### config.mk
export PLATFORM = sky130hd
export DESIGN_NAME = reg_file_sb
export DESIGN_NICKNAME = d
export VERILOG_FILES = /design/src/rtl/reg_file_pkg.sv /design/src/rtl/reg_file_sb_scoreboard.sv /design/src/rtl/reg_file_sb.sv
export SDC_FILE = /design/constraint.sdc
export NUM_CORES = 2
export LEC_CHECK = 0
export BUFFER_PORTS_ARGS = -buffer_cell sky130_fd_sc_hd__clkbuf_2
export CORE_AREA = 5 5 318 320
export DETAILED_ROUTE_END_ITERATION = 7
export DIE_AREA = 0 0 323 325
export PLACE_DENSITY = 0.76
export SLEW_MARGIN = 20
export SYNTH_ARGS = -nofsm -noshare
export SYNTH_HDL_FRONTEND = slang
export SYNTH_HIERARCHICAL = 1
export SYNTH_SLANG_ARGS = --single-unit
### constraint.sdc
create_clock -name CLK -period 60.6 [get_ports CLK]
set_input_delay 9.09 -clock CLK [delete_from_list [all_inputs] [get_ports CLK]]
set_output_delay 9.09 -clock CLK [all_outputs]
set_load 0.02 [all_outputs]
### src/rtl/reg_file_pkg.sv
// Shared constants and address-validity helper for the register file.
package reg_file_pkg;

    localparam int DEF_DATA_W = 32;
    localparam int DEF_ADDR_W = 5;
    localparam int ZERO_ADDR  = 0;

    // An address is usable when it names an implemented register that is not
    // the hardwired zero register.
    function automatic logic addr_valid(input int unsigned addr,
                                        input int          num_regs,
                                        input int          zero_reg);
        return (addr < num_regs) && !((zero_reg != 0) && (addr == ZERO_ADDR));
    endfunction

endpackage

### src/rtl/reg_file_sb_scoreboard.sv
// Pending-write scoreboard: one busy bit per register, a running pending
// count and the BUSY lookups for both read ports.
module rf_scoreboard
    import reg_file_pkg::*;
#(
    parameter int ADDR_W   = DEF_ADDR_W,
    parameter int NUM_REGS = 32,
    parameter int ZERO_REG = 1,
    parameter int BYPASS   = 1
) (
    input  logic              CLK,
    input  logic              RST,
    input  logic              WE3,
    input  logic [ADDR_W-1:0] A3,
    input  logic              SET_EN,
    input  logic [ADDR_W-1:0] SET_A,
    input  logic              CLR_ALL,
    input  logic [ADDR_W-1:0] A1,
    input  logic [ADDR_W-1:0] A2,
    output logic              BUSY1,
    output logic              BUSY2,
    output logic [ADDR_W:0]   PEND_CNT
);

    localparam int DEPTH = 1 << ADDR_W;

    logic [NUM_REGS-1:0] busy;
    logic [DEPTH-1:0]    busy_ext;
    logic [DEPTH-1:0]    busy_nxt_ext;
    logic [ADDR_W:0]     cnt_nxt;
    logic                set_ok;
    logic                wr_ok;
    logic                set_wins;
    logic                inc;
    logic                dec;

    // Unimplemented addresses see a permanently clear bit.
    assign busy_ext = DEPTH'(busy);
    assign set_ok   = SET_EN && addr_valid(32'(SET_A), NUM_REGS, ZERO_REG);
    assign wr_ok    = WE3 && addr_valid(32'(A3), NUM_REGS, ZERO_REG);
    assign set_wins = set_ok && (SET_A == A3);
    assign inc      = set_ok && !busy_ext[SET_A];
    assign dec      = wr_ok && busy_ext[A3] && !set_wins;

    // Next pending vector and count: flush beats set, set beats retire.
    always_comb begin
        busy_nxt_ext = busy_ext;
        cnt_nxt      = PEND_CNT;
        if (CLR_ALL) begin
            busy_nxt_ext = '0;
            cnt_nxt      = '0;
        end else begin
            if (wr_ok && !set_wins) busy_nxt_ext[A3] = 1'b0;
            if (set_ok)             busy_nxt_ext[SET_A] = 1'b1;
            if (inc && !dec)        cnt_nxt = PEND_CNT + (ADDR_W+1)'(1);
            else if (dec && !inc)   cnt_nxt = PEND_CNT - (ADDR_W+1)'(1);
        end
    end

    // Pending state register with asynchronous clear.
    always_ff @(posedge CLK or posedge RST) begin
        if (RST) begin
            busy     <= '0;
            PEND_CNT <= '0;
        end else begin
            busy     <= busy_nxt_ext[NUM_REGS-1:0];
            PEND_CNT <= cnt_nxt;
        end
    end

    // A retiring write to the same register hides its busy bit this cycle.
    always_comb begin
        BUSY1 = busy_ext[A1] && addr_valid(32'(A1), NUM_REGS, ZERO_REG);
        BUSY2 = busy_ext[A2] && addr_valid(32'(A2), NUM_REGS, ZERO_REG);
        if ((BYPASS != 0) && wr_ok && (A3 == A1)) BUSY1 = 1'b0;
        if ((BYPASS != 0) && wr_ok && (A3 == A2)) BUSY2 = 1'b0;
    end

endmodule

### src/rtl/reg_file_sb.sv
// 2-read/1-write register file with optional zero register, write bypass
// and a pending-write scoreboard for the stall unit.
module reg_file_sb
    import reg_file_pkg::*;
#(
    parameter int DATA_W   = DEF_DATA_W,
    parameter int ADDR_W   = DEF_ADDR_W,
    parameter int NUM_REGS = 32,
    parameter int ZERO_REG = 1,
    parameter int BYPASS   = 1
) (
    input  logic              CLK,
    input  logic              RST,
    input  logic              WE3,
    input  logic [ADDR_W-1:0] A1,
    input  logic [ADDR_W-1:0] A2,
    input  logic [ADDR_W-1:0] A3,
    input  logic [DATA_W-1:0] WD3,
    output logic [DATA_W-1:0] RD1,
    output logic [DATA_W-1:0] RD2,
    input  logic              SET_EN,
    input  logic [ADDR_W-1:0] SET_A,
    input  logic              CLR_ALL,
    output logic              BUSY1,
    output logic              BUSY2,
    output logic [ADDR_W:0]   PEND_CNT
);

    logic [DATA_W-1:0] rf [NUM_REGS];
    logic              wr_ok;

    assign wr_ok = WE3 && addr_valid(32'(A3), NUM_REGS, ZERO_REG);

    // Data array: cleared asynchronously, written at writeback.
    always_ff @(posedge CLK or posedge RST) begin
        if (RST) begin
            for (int i = 0; i < NUM_REGS; i++) rf[i] <= '0;
        end else if (wr_ok) begin
            rf[A3] <= WD3;
        end
    end

    // Read port 1: forwarded write data first, then stored value, else zero.
    always_comb begin
        RD1 = '0;
        if ((BYPASS != 0) && wr_ok && (A3 == A1))            RD1 = WD3;
        else if (addr_valid(32'(A1), NUM_REGS, ZERO_REG))    RD1 = rf[A1];
    end

    // Read port 2: same selection as port 1.
    always_comb begin
        RD2 = '0;
        if ((BYPASS != 0) && wr_ok && (A3 == A2))            RD2 = WD3;
        else if (addr_valid(32'(A2), NUM_REGS, ZERO_REG))    RD2 = rf[A2];
    end

    rf_scoreboard #(
        .ADDR_W   (ADDR_W),
        .NUM_REGS (NUM_REGS),
        .ZERO_REG (ZERO_REG),
        .BYPASS   (BYPASS)
    ) u_sb (
        .CLK      (CLK),
        .RST      (RST),
        .WE3      (WE3),
        .A3       (A3),
        .SET_EN   (SET_EN),
        .SET_A    (SET_A),
        .CLR_ALL  (CLR_ALL),
        .A1       (A1),
        .A2       (A2),
        .BUSY1    (BUSY1),
        .BUSY2    (BUSY2),
        .PEND_CNT (PEND_CNT)
    );

endmodule

==> results.txt <==
----------------------------------------------------
[Status]
  Run status ... complete, no violations

[Clock network]
  Buffers inserted by post-CTS timing repair ... 0
  Total CTS buffers ... about 110
  CTS tree ... built
  CTS resizes ... 0
  H-tree level count ... 3
  Buffer cell driving the clock tree root ... sky130_fd_sc_hd__clkbuf_16
  Cts hold-fix bufs ... 0
  Sinks on Clock Net ... roughly 1,100
  Worst-skew pair later-pin latency ... ~710 ps
  Number of buffers on the longest clock path ... 3
  Clock Pin Slew Worst Setup and Hold Paths ... approximately 60 ps

[Critical path]
  Crit. End Element ... output port
  Crit Path Class ... input pin to output port
  Critical-path cell list ... buf_6 -> buf_4 -> buf_4 -> nor3_1 -> a21oi_4 -> buf_4 -> a32o_1 -> clkbuf_2
  WP data required ... approximately 52,000 ps
  Worst-path maximum fanout ... 47
  Kind of start point of the critical path ... input pin
  CP bufs+invs ... 5
  Delay of the slowest cell on the worst path ... slightly below 900 ps
  Family of cells with the greatest summed delay on the critical path ... buffers and inverters
  Most common cell on crit path ... sky130_fd_sc_hd__buf_4
  Critical-path top delay cell ... sky130_fd_sc_hd__buf_4
  Arr. time, crit path ... approximately 13,000 ps

[Floorplanning]
  Horizontal die dimension ... 323 um
  I/O pin count ... approximately 130
  Site Rows ... between 100 and 150
  Floorplan die area ... between 0.1 and 0.15 sq mm
  Core region area ... between 0.09 and 0.1 sq mm
  Die H ... ~330 um
  Starting utilization of the core area ... between 50% and 60%

[Timing]
  Count of pins over their slew limit ... 0
  Worst hold slack across all endpoints ... between 300 and 400 ps
  Relative slew slack ... a little under a quarter
  Fraction of the cycle the final worst path needs ... around 37%
  Max Clk Rate ... 0.0449 GHz
  Unrepaired setup endpoints after global routing ... no
  Setup ws final ... between 30,000 and 40,000 ps
  Setup TNS after final layout ... 0 ps
  Tmin final ... between 20,000 and 25,000 ps
  Setup Viol. Count Final ... 0
  Final hold violation count ... 0
  Max Clock Skew ... around 12 ps
  Least-Margin Pin Slew ... around 1100 ps

[Logic synthesis]
  Syn_nets ... about 4,300
  Primary FF master, synth ... sky130_fd_sc_hd__dfrtp_1
  Average cell area after synthesis ... roughly 14 sq um
  Yosys Warn Count ... 6
  Gate count of the mapped netlist ... approximately 4,200
  Cell area after technology mapping ... a little under 0.06 sq mm
  Share of synthesized area occupied by flip-flops and latches ... between 40% and 50%
  Number of storage elements in the synthesis netlist ... between 1,000 and 1,500
  Distinct cell type count of the synthesized netlist ... between 70 and 80
  Count of flip-flops with a built-in enable after synthesis ... 0
  Share of flip-flops with an asynchronous set or reset after synthesis ... 100%

[Pwr]
  Static Leak ... ~0.028 uW
  Cell-internal power ... about 1500 uW
  Share of power burned in registers ... between 40% and 50%
  Switching power summed over all nets ... between 500 and 600 uW
  Pwr dens ... around 33 mW/mm^2
  Part of the total power dissipated in combinational logic ... about a fifth
  Peak supply drop ... between 0.02 and 0.03 mV
  Clk network pwr share ... about a third
  Switching part of the total power ... approximately 28%

[Layout]
  Post-layout util ... between 60% and 70%
  Proportion of layout cells with a drive suffix above 1 ... 45.7%
  Count of non-filler cells in the finished layout ... ~5,400
  Number of fill cells in the layout ... 7,154
  Most frequent standard cell in the layout excluding fill and tap cells ... sky130_fd_sc_hd__dfrtp_1
  Most used cells in the layout excluding fill and tap cells ... sky130_fd_sc_hd__dfrtp_1 (1,062), sky130_fd_sc_hd__mux2_2 (1,050), sky130_fd_sc_hd__mux4_2 (395), sky130_fd_sc_hd__mux2i_1 (322), sky130_fd_sc_hd__nand2_1 (170)
  Area overhead of the layout relative to synthesis ... 8.55%
  Layout Nets ... approximately 4,100

[Global route]
  Vias in the first global route ... roughly 41,000
  Wire length of the first global-routing pass ... roughly 270 mm
  Overflow left after global routing ... 0
  Largest net degree at the start of global routing ... about 160
  Gr usage total ... between 30% and 40%
  Antenna violations before repair ... 2

[Worst hold path]
  Worst hold path type ... flip-flop to flip-flop

[Detailed routing]
  Aggregate routed wire length ... roughly 180 mm
  DR DRC count ... 0
  DR WL/cell ... 32.3 um
  Residual antenna-violating net count after detailed routing ... 0
  DR pass1 iterations ... 6
  Via total after detailed routing ... ~40,000
  Via density per instance ... approximately 7.3
  Iter 0 DRT Violations ... 5,149

[Place]
  Dpl cells ... roughly 5,200
  Final HPWL DP ... just under 100 mm
  Weighted congestion at the end of routability-driven global placement ... ~0.86
  Setup WS pre-CTS ... approximately 38,000 ps
  Quantity of I/O buffers inserted on ports ... 128

[Job]
  Max cap viols ... 0

----------------------------------------------------
[final cells by class]
class	count	area, sq um	area share [%]
antenna	4	10.0	0.0158
clock buffer	168	3380	5.35
tap	1287	1610	2.55
multi-input combinational	2663	29800	47.1
sequential	1062	26600	42.0
clock inverter	31	372	0.588
inverter	9	41.3	0.0653
timing repair buffer	214	1430	2.27
[cells by family after synthesis]
group / Yosys count / share of synthesized area [%]
compound gates: 469 / 5.89
xor+xnor: 29 / 0.449
fa+ha+maj: 5 / 0.120
buf+inv: 476 / 3.57
flops: 1062 / 45.6
mux: 1772 / 41.2
simple gates: 388 / 3.09
[routing by layer]
layer	global-route usage [%]	vias up	part of all wire, %
met3	8.28	518	10
met2	51.0	2364	47
met1	46.5	21200	39
met5	0	-	0.0074
met4	13.1	2	4.4
li1	-	15800	-
[power by group through the flow]
stage	Sequential [uW]	Clock, uW	Combinational [uW]
finish	942	703	424
global route	955	739	455
CTS	936	708	422
detailed placement	948	0	420
global placement	940	0	410
floorplan	917	0	337
[sequential cells by signal, summed over array words and instances (netlist names)]
signal         count
u_sb/busy         32
rf              1024
u_sb/PEND_CNT      6
[worst reg2reg max path, cell delays in order, from the launching register on]
cell                        delay [ps]
sky130_fd_sc_hd__dfrtp_1           440
sky130_fd_sc_hd__mux2i_1           250
sky130_fd_sc_hd__a22oi_1           130
sky130_fd_sc_hd__and3_1            210
sky130_fd_sc_hd__o41ai_4           600
sky130_fd_sc_hd__nand2_1           280
sky130_fd_sc_hd__ha_1              350
sky130_fd_sc_hd__a21o_1            180
sky130_fd_sc_hd__a21oi_1           250
sky130_fd_sc_hd__o21bai_1           90
sky130_fd_sc_hd__a21oi_1           280
sky130_fd_sc_hd__nand4bb_1         180
sky130_fd_sc_hd__nand4_1            90
[stage by stage]
stage                     power [uW]  area (sq um)
final                           2070         63200
after global routing            2150         63200
after CTS                       2070         63200
after detailed placement        1370         59400
after global placement          1350         59400
after floorplan                 1250         58200
[worst paths after layout]
check,startpoint,endpoint,slack (ps),depth (start not counted)
worst max-delay path,A1[1],RD1[13],38350,8
worst min-delay path,rf[999],rf[999],400,0
worst max register to register,u_sb/busy[29],u_sb/PEND_CNT[5],57150,12
worst min register to register,rf[999],rf[999],400,0
max in group asynchronous,RST,rf[445],49030,5
min in group asynchronous,RST,u_sb/PEND_CNT[5],8350,2
[Yosys cell counts, types with 3 or more instances]
library cell / count / area [sq um]
sky130_fd_sc_hd__nand4b_1: 4 / 35.0
sky130_fd_sc_hd__a211oi_1: 31 / 233
sky130_fd_sc_hd__ha_1: 4 / 50.1
sky130_fd_sc_hd__buf_1: 89 / 334
sky130_fd_sc_hd__nand2b_1: 8 / 50.1
sky130_fd_sc_hd__inv_1: 9 / 33.8
sky130_fd_sc_hd__o22ai_1: 81 / 507
sky130_fd_sc_hd__mux2_4: 3 / 45.0
sky130_fd_sc_hd__o221ai_1: 33 / 289
sky130_fd_sc_hd__dfrtp_1: 1062 / 26600
sky130_fd_sc_hd__and3_1: 3 / 18.8
sky130_fd_sc_hd__a221o_1: 20 / 200
sky130_fd_sc_hd__mux2i_1: 322 / 3220
sky130_fd_sc_hd__buf_6: 7 / 78.8
sky130_fd_sc_hd__nand4_1: 13 / 81.3
sky130_fd_sc_hd__nand2_1: 186 / 698
sky130_fd_sc_hd__mux2_2: 1050 / 11800
sky130_fd_sc_hd__mux4_2: 395 / 8900
sky130_fd_sc_hd__a22oi_1: 74 / 556
sky130_fd_sc_hd__clkbuf_1: 200 / 751
sky130_fd_sc_hd__buf_4: 10 / 75.1
sky130_fd_sc_hd__nor3_1: 11 / 55.1
sky130_fd_sc_hd__a22o_1: 7 / 61.3
sky130_fd_sc_hd__a21oi_1: 91 / 455
sky130_fd_sc_hd__xor2_1: 16 / 140
sky130_fd_sc_hd__nor2_1: 65 / 244
sky130_fd_sc_hd__and2_1: 3 / 18.8
sky130_fd_sc_hd__o211ai_1: 11 / 82.6
sky130_fd_sc_hd__a32o_1: 64 / 641
sky130_fd_sc_hd__nor2b_1: 15 / 93.8
sky130_fd_sc_hd__a31oi_1: 4 / 25.0
sky130_fd_sc_hd__nand3b_1: 6 / 45.0
sky130_fd_sc_hd__nor3b_1: 4 / 30.0
sky130_fd_sc_hd__buf_2: 160 / 801
sky130_fd_sc_hd__o21ai_0: 31 / 155
sky130_fd_sc_hd__o21ai_1: 3 / 15.0
sky130_fd_sc_hd__xnor2_1: 12 / 105
sky130_fd_sc_hd__nand3_1: 51 / 255
No activity file was read; power rests on OpenSTA's default activity.
